`src/rtl/bram_arb_pkg.sv`:
```
// Shared types and constants for the two-requester BRAM port arbiter.
package bram_arb_pkg;

  localparam int unsigned BRAM_AW         = 14;
  localparam int unsigned BRAM_DW         = 32;
  localparam int unsigned BRAM_ADDR_PAD   = 16;
  localparam int unsigned BRAM_BYTE_SHIFT = 2;

  typedef enum logic {
    ReqHost = 1'b0,
    ReqMul  = 1'b1
  } req_id_t;

  typedef struct packed {
    logic [BRAM_AW-1:0] addr;
    logic [BRAM_DW-1:0] wdata;
    logic [3:0]         be;
  } bram_req_t;

  // Word address to the 32-bit byte address seen on the BRAM pins.
  function automatic logic [31:0] byte_addr(input logic [BRAM_AW-1:0] addr);
    return {{BRAM_ADDR_PAD{1'b0}}, addr, {BRAM_BYTE_SHIFT{1'b0}}};
  endfunction

endpackage

```
`src/rtl/bram_rd_tag_pipe.sv`:
```
// Shift register of {valid, owner} tags that tracks reads in flight through the BRAM.
module bram_rd_tag_pipe #(
  parameter int unsigned Depth = 2
) (
  input  logic clk_i,
  input  logic clr_i,
  input  logic push_valid_i,
  input  logic push_owner_i,
  output logic out_valid_o,
  output logic out_owner_o
);

  logic [Depth-1:0] valid_d, valid_q;
  logic [Depth-1:0] owner_d, owner_q;

  always_comb begin
    valid_d = {valid_q[Depth-2:0], push_valid_i};
    owner_d = {owner_q[Depth-2:0], push_owner_i & push_valid_i};
  end

  always_ff @(posedge clk_i) begin
    if (clr_i) begin
      valid_q <= '0;
      owner_q <= '0;
    end else begin
      valid_q <= valid_d;
      owner_q <= owner_d;
    end
  end

  assign out_valid_o = valid_q[Depth-1];
  assign out_owner_o = owner_q[Depth-1];

endmodule

```
`src/rtl/bram_port_arbiter.sv`:
```
// Round-robin arbiter sharing one BRAM initiator port between the host path (r0) and the
// multiplier path (r1); registered BRAM outputs, read data returned to the issuing requester.
module bram_port_arbiter
  import bram_arb_pkg::*;
#(
  parameter int unsigned READ_LAT = 1,
  parameter int unsigned AW       = BRAM_AW,
  parameter int unsigned DW       = BRAM_DW
) (
  input  logic          CLK,
  input  logic          RST,
  input  logic          r0_req_valid,
  output logic          r0_req_ready,
  input  logic [AW-1:0] r0_req_addr,
  input  logic [DW-1:0] r0_req_wdata,
  input  logic [3:0]    r0_req_be,
  output logic          r0_rsp_valid,
  output logic [DW-1:0] r0_rsp_data,
  input  logic          r1_req_valid,
  output logic          r1_req_ready,
  input  logic [AW-1:0] r1_req_addr,
  input  logic [DW-1:0] r1_req_wdata,
  input  logic [3:0]    r1_req_be,
  output logic          r1_rsp_valid,
  output logic [DW-1:0] r1_rsp_data,
  output logic [31:0]   bramInitiatorWires_bramAddr,
  output logic [DW-1:0] bramInitiatorWires_bramDout,
  output logic [3:0]    bramInitiatorWires_bramWEN,
  output logic          bramInitiatorWires_bramEN,
  output logic          bramInitiatorWires_bramCLK,
  output logic          bramInitiatorWires_bramRST,
  input  logic [DW-1:0] bramInitiatorWires_bramDin
);

  logic      gnt0, gnt1, accept, tag_push;
  bram_req_t sel_req;
  req_id_t   last_grant_d, last_grant_q;

  logic [31:0]   bram_addr_d, bram_addr_q;
  logic [DW-1:0] bram_dout_d, bram_dout_q;
  logic [3:0]    bram_wen_d, bram_wen_q;
  logic          bram_en_d, bram_en_q;

  logic          tag_valid, tag_owner;
  logic          r0_rsp_valid_d, r0_rsp_valid_q, r1_rsp_valid_d, r1_rsp_valid_q;
  logic [DW-1:0] r0_rsp_data_d, r0_rsp_data_q, r1_rsp_data_d, r1_rsp_data_q;

  always_comb begin
    // On contention the requester that did not win last is preferred.
    gnt0   = r0_req_valid & (~r1_req_valid | (last_grant_q == ReqMul));
    gnt1   = r1_req_valid & (~r0_req_valid | (last_grant_q == ReqHost));
    accept = gnt0 | gnt1;

    if (gnt1) begin
      sel_req.addr  = BRAM_AW'(r1_req_addr);
      sel_req.wdata = BRAM_DW'(r1_req_wdata);
      sel_req.be    = r1_req_be;
    end else begin
      sel_req.addr  = BRAM_AW'(r0_req_addr);
      sel_req.wdata = BRAM_DW'(r0_req_wdata);
      sel_req.be    = r0_req_be;
    end

    tag_push     = accept & (sel_req.be == 4'h0);
    last_grant_d = last_grant_q;
    bram_addr_d  = bram_addr_q;
    bram_dout_d  = bram_dout_q;
    bram_wen_d   = 4'h0;
    bram_en_d    = accept;
    if (accept) begin
      last_grant_d = gnt1 ? ReqMul : ReqHost;
      bram_addr_d  = byte_addr(sel_req.addr);
      bram_dout_d  = DW'(sel_req.wdata);
      bram_wen_d   = sel_req.be;
    end

    r0_rsp_valid_d = tag_valid & ~tag_owner;
    r1_rsp_valid_d = tag_valid & tag_owner;
    r0_rsp_data_d  = r0_rsp_valid_d ? bramInitiatorWires_bramDin : r0_rsp_data_q;
    r1_rsp_data_d  = r1_rsp_valid_d ? bramInitiatorWires_bramDin : r1_rsp_data_q;
  end

  always_ff @(posedge CLK) begin
    if (RST) begin
      last_grant_q   <= ReqMul;
      bram_addr_q    <= '0;
      bram_dout_q    <= '0;
      bram_wen_q     <= '0;
      bram_en_q      <= 1'b0;
      r0_rsp_valid_q <= 1'b0;
      r1_rsp_valid_q <= 1'b0;
      r0_rsp_data_q  <= '0;
      r1_rsp_data_q  <= '0;
    end else begin
      last_grant_q   <= last_grant_d;
      bram_addr_q    <= bram_addr_d;
      bram_dout_q    <= bram_dout_d;
      bram_wen_q     <= bram_wen_d;
      bram_en_q      <= bram_en_d;
      r0_rsp_valid_q <= r0_rsp_valid_d;
      r1_rsp_valid_q <= r1_rsp_valid_d;
      r0_rsp_data_q  <= r0_rsp_data_d;
      r1_rsp_data_q  <= r1_rsp_data_d;
    end
  end

  // The tag reaches the last stage in the cycle bramDin carries that read's data.
  bram_rd_tag_pipe #(
    .Depth(READ_LAT + 1)
  ) u_tag_pipe (
    .clk_i       (CLK),
    .clr_i       (RST),
    .push_valid_i(tag_push),
    .push_owner_i(gnt1),
    .out_valid_o (tag_valid),
    .out_owner_o (tag_owner)
  );

  assign r0_req_ready = gnt0;
  assign r1_req_ready = gnt1;
  assign r0_rsp_valid = r0_rsp_valid_q;
  assign r1_rsp_valid = r1_rsp_valid_q;
  assign r0_rsp_data  = r0_rsp_data_q;
  assign r1_rsp_data  = r1_rsp_data_q;

  assign bramInitiatorWires_bramAddr = bram_addr_q;
  assign bramInitiatorWires_bramDout = bram_dout_q;
  assign bramInitiatorWires_bramWEN  = bram_wen_q;
  assign bramInitiatorWires_bramEN   = bram_en_q;
  assign bramInitiatorWires_bramCLK  = CLK;
  assign bramInitiatorWires_bramRST  = RST;

endmodule

```
`config.mk`:
```
export PLATFORM = sky130hd
export DESIGN_NAME = bram_port_arbiter
export DESIGN_NICKNAME = d
export VERILOG_FILES = /design/src/rtl/bram_arb_pkg.sv /design/src/rtl/bram_rd_tag_pipe.sv /design/src/rtl/bram_port_arbiter.sv
export SDC_FILE = /design/constraint.sdc
export NUM_CORES = 1
export LEC_CHECK = 0
export CAP_MARGIN = 20
export CELL_PAD_IN_SITES_DETAIL_PLACEMENT = 1
export CELL_PAD_IN_SITES_GLOBAL_PLACEMENT = 1
export CORE_AREA = 4 4 172 133
export CTS_BUF_LIST = sky130_fd_sc_hd__clkbuf_8
export CTS_CLUSTER_DIAMETER = 200
export CTS_CLUSTER_SIZE = 24
export DETAILED_ROUTE_END_ITERATION = 10
export DIE_AREA = 0 0 176 137
export GPL_TIMING_DRIVEN = 1
export PLACE_DENSITY_LB_ADDON = 0.1
export SLEW_MARGIN = 20
export SYNTH_ARGS = -nofsm -noshare
export SYNTH_HDL_FRONTEND = slang
export SYNTH_HIERARCHICAL = 1
export SYNTH_SLANG_ARGS = --single-unit
```
`constraint.sdc`:
```
create_clock -name CLK -period 1.3 [get_ports CLK]
set_input_delay 0.13 -clock CLK [delete_from_list [all_inputs] [get_ports CLK]]
set_output_delay 0.13 -clock CLK [all_outputs]
set_load 0.02 [all_outputs]
```
Word level (Yosys, flattened, before mapping)
Cells that the tools add are included.
{"block": "classes", "mux": 2, "bitwise_logic": 14, "reduce_logical": 2}
{"op": "two-way mux 50 bit", "n": 1}
{"op": "bitwise AND 1 bit", "n": 6}
{"op": "NOT 1 bit", "n": 5}
{"op": "logical NOT 4 bit", "n": 1}
{"op": "bitwise OR 1 bit", "n": 3}
{"op": "OR reduction 2 bit", "n": 1}
{"op": "two-way mux 1 bit", "n": 1}
{"block": "word_totals", "register_bits": 122, "inputBits": 136, "out_inout_bits": 139, "elab_cells": 29}

Logic depth before layout (Yosys ltp)
{"block": "logic_depth", "ltp_word": 7, "ltp_mapped": 5, "ltp_nobuf": 4}

Modules after synthesis
The synthesis kept the hierarchy.
{"mod": "bram_port_arbiter", "instances": 1, "cells_per_inst": 596, "area_each_um2": 5315.1, "seq_area_each_um2": 2362.3}
{"mod": "bram_rd_tag_pipe", "instances": 1, "cells_per_inst": 8, "area_each_um2": 107.6, "seq_area_each_um2": 80.1}

==> run metrics <==
synth-to-layout area growth 51.80%; Fill cells 2498; Pwr Total approximately 9.5 mW; hold endpoint last_grant_q; via count 5334; RR Endpoint u_tag_pipe/owner_q[0]; Skew-Pair Late Insertion Delay 540 ps; skew final approximately 14 ps; Die Height 137 um; Pre-Repair DR Iteration Count 4; Hold Crit Start r1_req_valid; die width 176 um; Max FO, Critical Path 4; port bufs 256; f_max 700.1 MHz; Initial Util 25.88%; Final Setup Violations between 40 and 50; top cells by area, synth dfxtp_1, nand2_1, mux2_2; synth unique cells 26; hold path cells 4; Slew Viols, Final 0; Pleak 3.347 nW; Critical Path AT 1300 ps; Worst-Margin Slew between 500 and 600 ps; HPWL Detailed 14.91 mm; top-area cell type share of the netlist area 45.04%; met3 global-route usage 5.385%; outcome complete, but fails checks; wire per inst 18.06 um; Worst EP required 1170 ps; Startpoint Class register; crit path kind register to output port; worst r2r src last_grant_q; Worst-path clk slew 80 ps; I/O pins 275; Hold Path Class input pin to register; Ant. Diodes 0; DP Cell Count 1116; Remaining Overflow, GRT 0; row cnt between 40 and 50; area of the core between 20000 and 25000 um2; cell taking the most area after synthesis dfxtp_1; failing checks negative setup slack; R2R depth 5; initial antenna violation count 1; post-DR vias/cell 4.614; synth warn 6; Final Non-Filler Cells 1156; max-cap violation count 0; layout cells sized above 1 approximately 29%; synthesis-stage register bit count 122; Hold Fails Final Rpt 0; largest net degree at the start of global routing 71; Avg Cell Area, Syn 8.978 um2; ANT nets after route 0; WHS 33.22 ps; Initial DRC Count 217; Worst VDD drop ~0.00093 V; Tcrit/Tclk final 109.9%; GR peak layer met2; Nets 991; fin util between 30 and 40%; RSZ-0062 raised after global routing true; slack of the critical path -128.3 ps; met2 Usage GRT 28.09%; Post-Syn Instances roughly 600; GRT Total Usage 16.97%; power per cell area 1159 nW/um2; placer congestion estimate 0.7631; kind of end point of the critical path output port; Tmin final 1428 ps; Rel. slew slack 62.56%; reg2reg setup slack -110 ps; Syn Std Cell Area 5423 um2; Die ar. between 20000 and 25000 um2; drt total wl 20.88 mm; first-pass GRT wire length around 32 mm; post-synthesis sequential area ratio 45.04%; DRC violations left 0; CTS tree yes; vias in the first global route ~5700; M1 GR Usage roughly a fifth
==> worst max-delay path, cell delays in order (launching register included) <==
cell	delay [ps]
dfxtp_4	370
nand2b_4	150
nand2_4	70
inv_2	40
buf_6	130
==> routing by layer <==
| metal | vias to the layer above | routed length, um |
|---|---|---|
| li1 | 2551 | - |
| met1 | 2582 | 9425 |
| met2 | 167 | 9691 |
| met3 | 32 | 1372 |
| met4 | 2 | 382 |
| met5 | - | 9 |
==> through the flow <==
step | area (um2) | setup slack [ps] | setup TNS (ps)
2_1_floorplan | 5487 | 15.29 | 0
6_report | 8232 | -128.3 | -1535
4_1_cts | 8242 | -166.7 | -1533
5_1_grt | 8232 | -191.4 | -4289
3_5_place_dp | 8249 | -210.8 | -3993
3_3_place_gp | 8249 | -192.8 | -1975
==> synth_stat cells <==
library cell  number
nor2b_1            4
mux2_2            37
mux2_1             9
inv_1              5
buf_4             22
nor3b_1           46
and2_1             1
nor2_1            52
nand2b_1           2
clkbuf_2           3
a21oi_1           65
o221a_1           29
and4_1             1
conb_1             1
buf_2             20
buf_1              7
o221a_2           17
clkbuf_1          17
nand2_1          131
a21boi_4           1
and3b_1            1
o21bai_1           1
dfxtp_1          122
buf_6              5
mux2i_1            4
a32o_1             1
==> repair_timing <==
action	4_1_cts	5_1_grt
endpoints found under the setup margin	160	49
buffers inserted	5	1
pin swaps	5	3
gates resized for setup	493	11
endpoints found under the hold margin	1	0
==> area by class of cell <==
| type | instances | area [um2] | area share (%) |
|---|---|---|---|
| timing repair buffer | 285 | 2291 | 27.83 |
| clock inverter | 14 | 171.4 | 2.082 |
| multi-input combinational | 420 | 2650 | 32.19 |
| sequential | 122 | 2446 | 29.72 |
| clock buffer | 22 | 294.0 | 3.572 |
| tap | 288 | 360.3 | 4.378 |
| inverter | 5 | 18.77 | 0.2280 |
==> sequential cells by signal, indices dropped and copies added (netlist names) <==
name and flops:
bramInitiatorWires_bramAddr 14, u_tag_pipe/owner_q 2, r0_rsp_data 32, last_grant_q 1
bramInitiatorWires_bramDout 32, bramInitiatorWires_bramEN 1, r0_rsp_valid 1, u_tag_pipe/valid_q 2
bramInitiatorWires_bramWEN 4, r1_rsp_valid 1, r1_rsp_data 32
==> cell usage in the layout (no fill, tap or decap), drive strengths merged, types with 3 or more instances in the layout <==
master and instances:
buf 151, clkdlybuf4s50 133, nand2 131, dfxtp 122, a21oi 65, nor2 52, nor3b 46, mux2 46
o221a 46, clkbuf 22, conb 18, inv 8, clkinv 6, mux2i 4, nor2b 4, bufinv 3
==> kinds of logic after synthesis <==
group	Yosys count	synth area share, %
AOI/OAI and AO/OA	114	16.22
buffers and inverters	79	8.214
DFF	122	45.04
muxes	50	10.29
other	1	0.06915
and+or+nand+nor	238	20.17
==> power breakdown <==
group          total, mW  internal [mW]  switching, mW
logic               1.64          0.846          0.794
clock network       3.95           2.17           1.78
registers           3.95           3.88         0.0728
==> how the worst max path moves through the flow <==
| stage | startpoint | end | slack, ps | cells after the start |
|---|---|---|---|---|
| 2_1_floorplan | last_grant_q | u_tag_pipe/owner_q[0] | 20 | 4 |
| 3_3_place_gp | last_grant_q | r0_req_ready | -190 | 4 |
| 3_5_place_dp | last_grant_q | r0_req_ready | -210 | 4 |
| 4_1_cts | last_grant_q | r0_req_ready | -170 | 4 |
| 5_1_grt | last_grant_q | r0_req_ready | -190 | 4 |
| 6_report | last_grant_q | r0_req_ready | -130 | 4 |
Note: power is estimated with default switching activity, not from simulation.
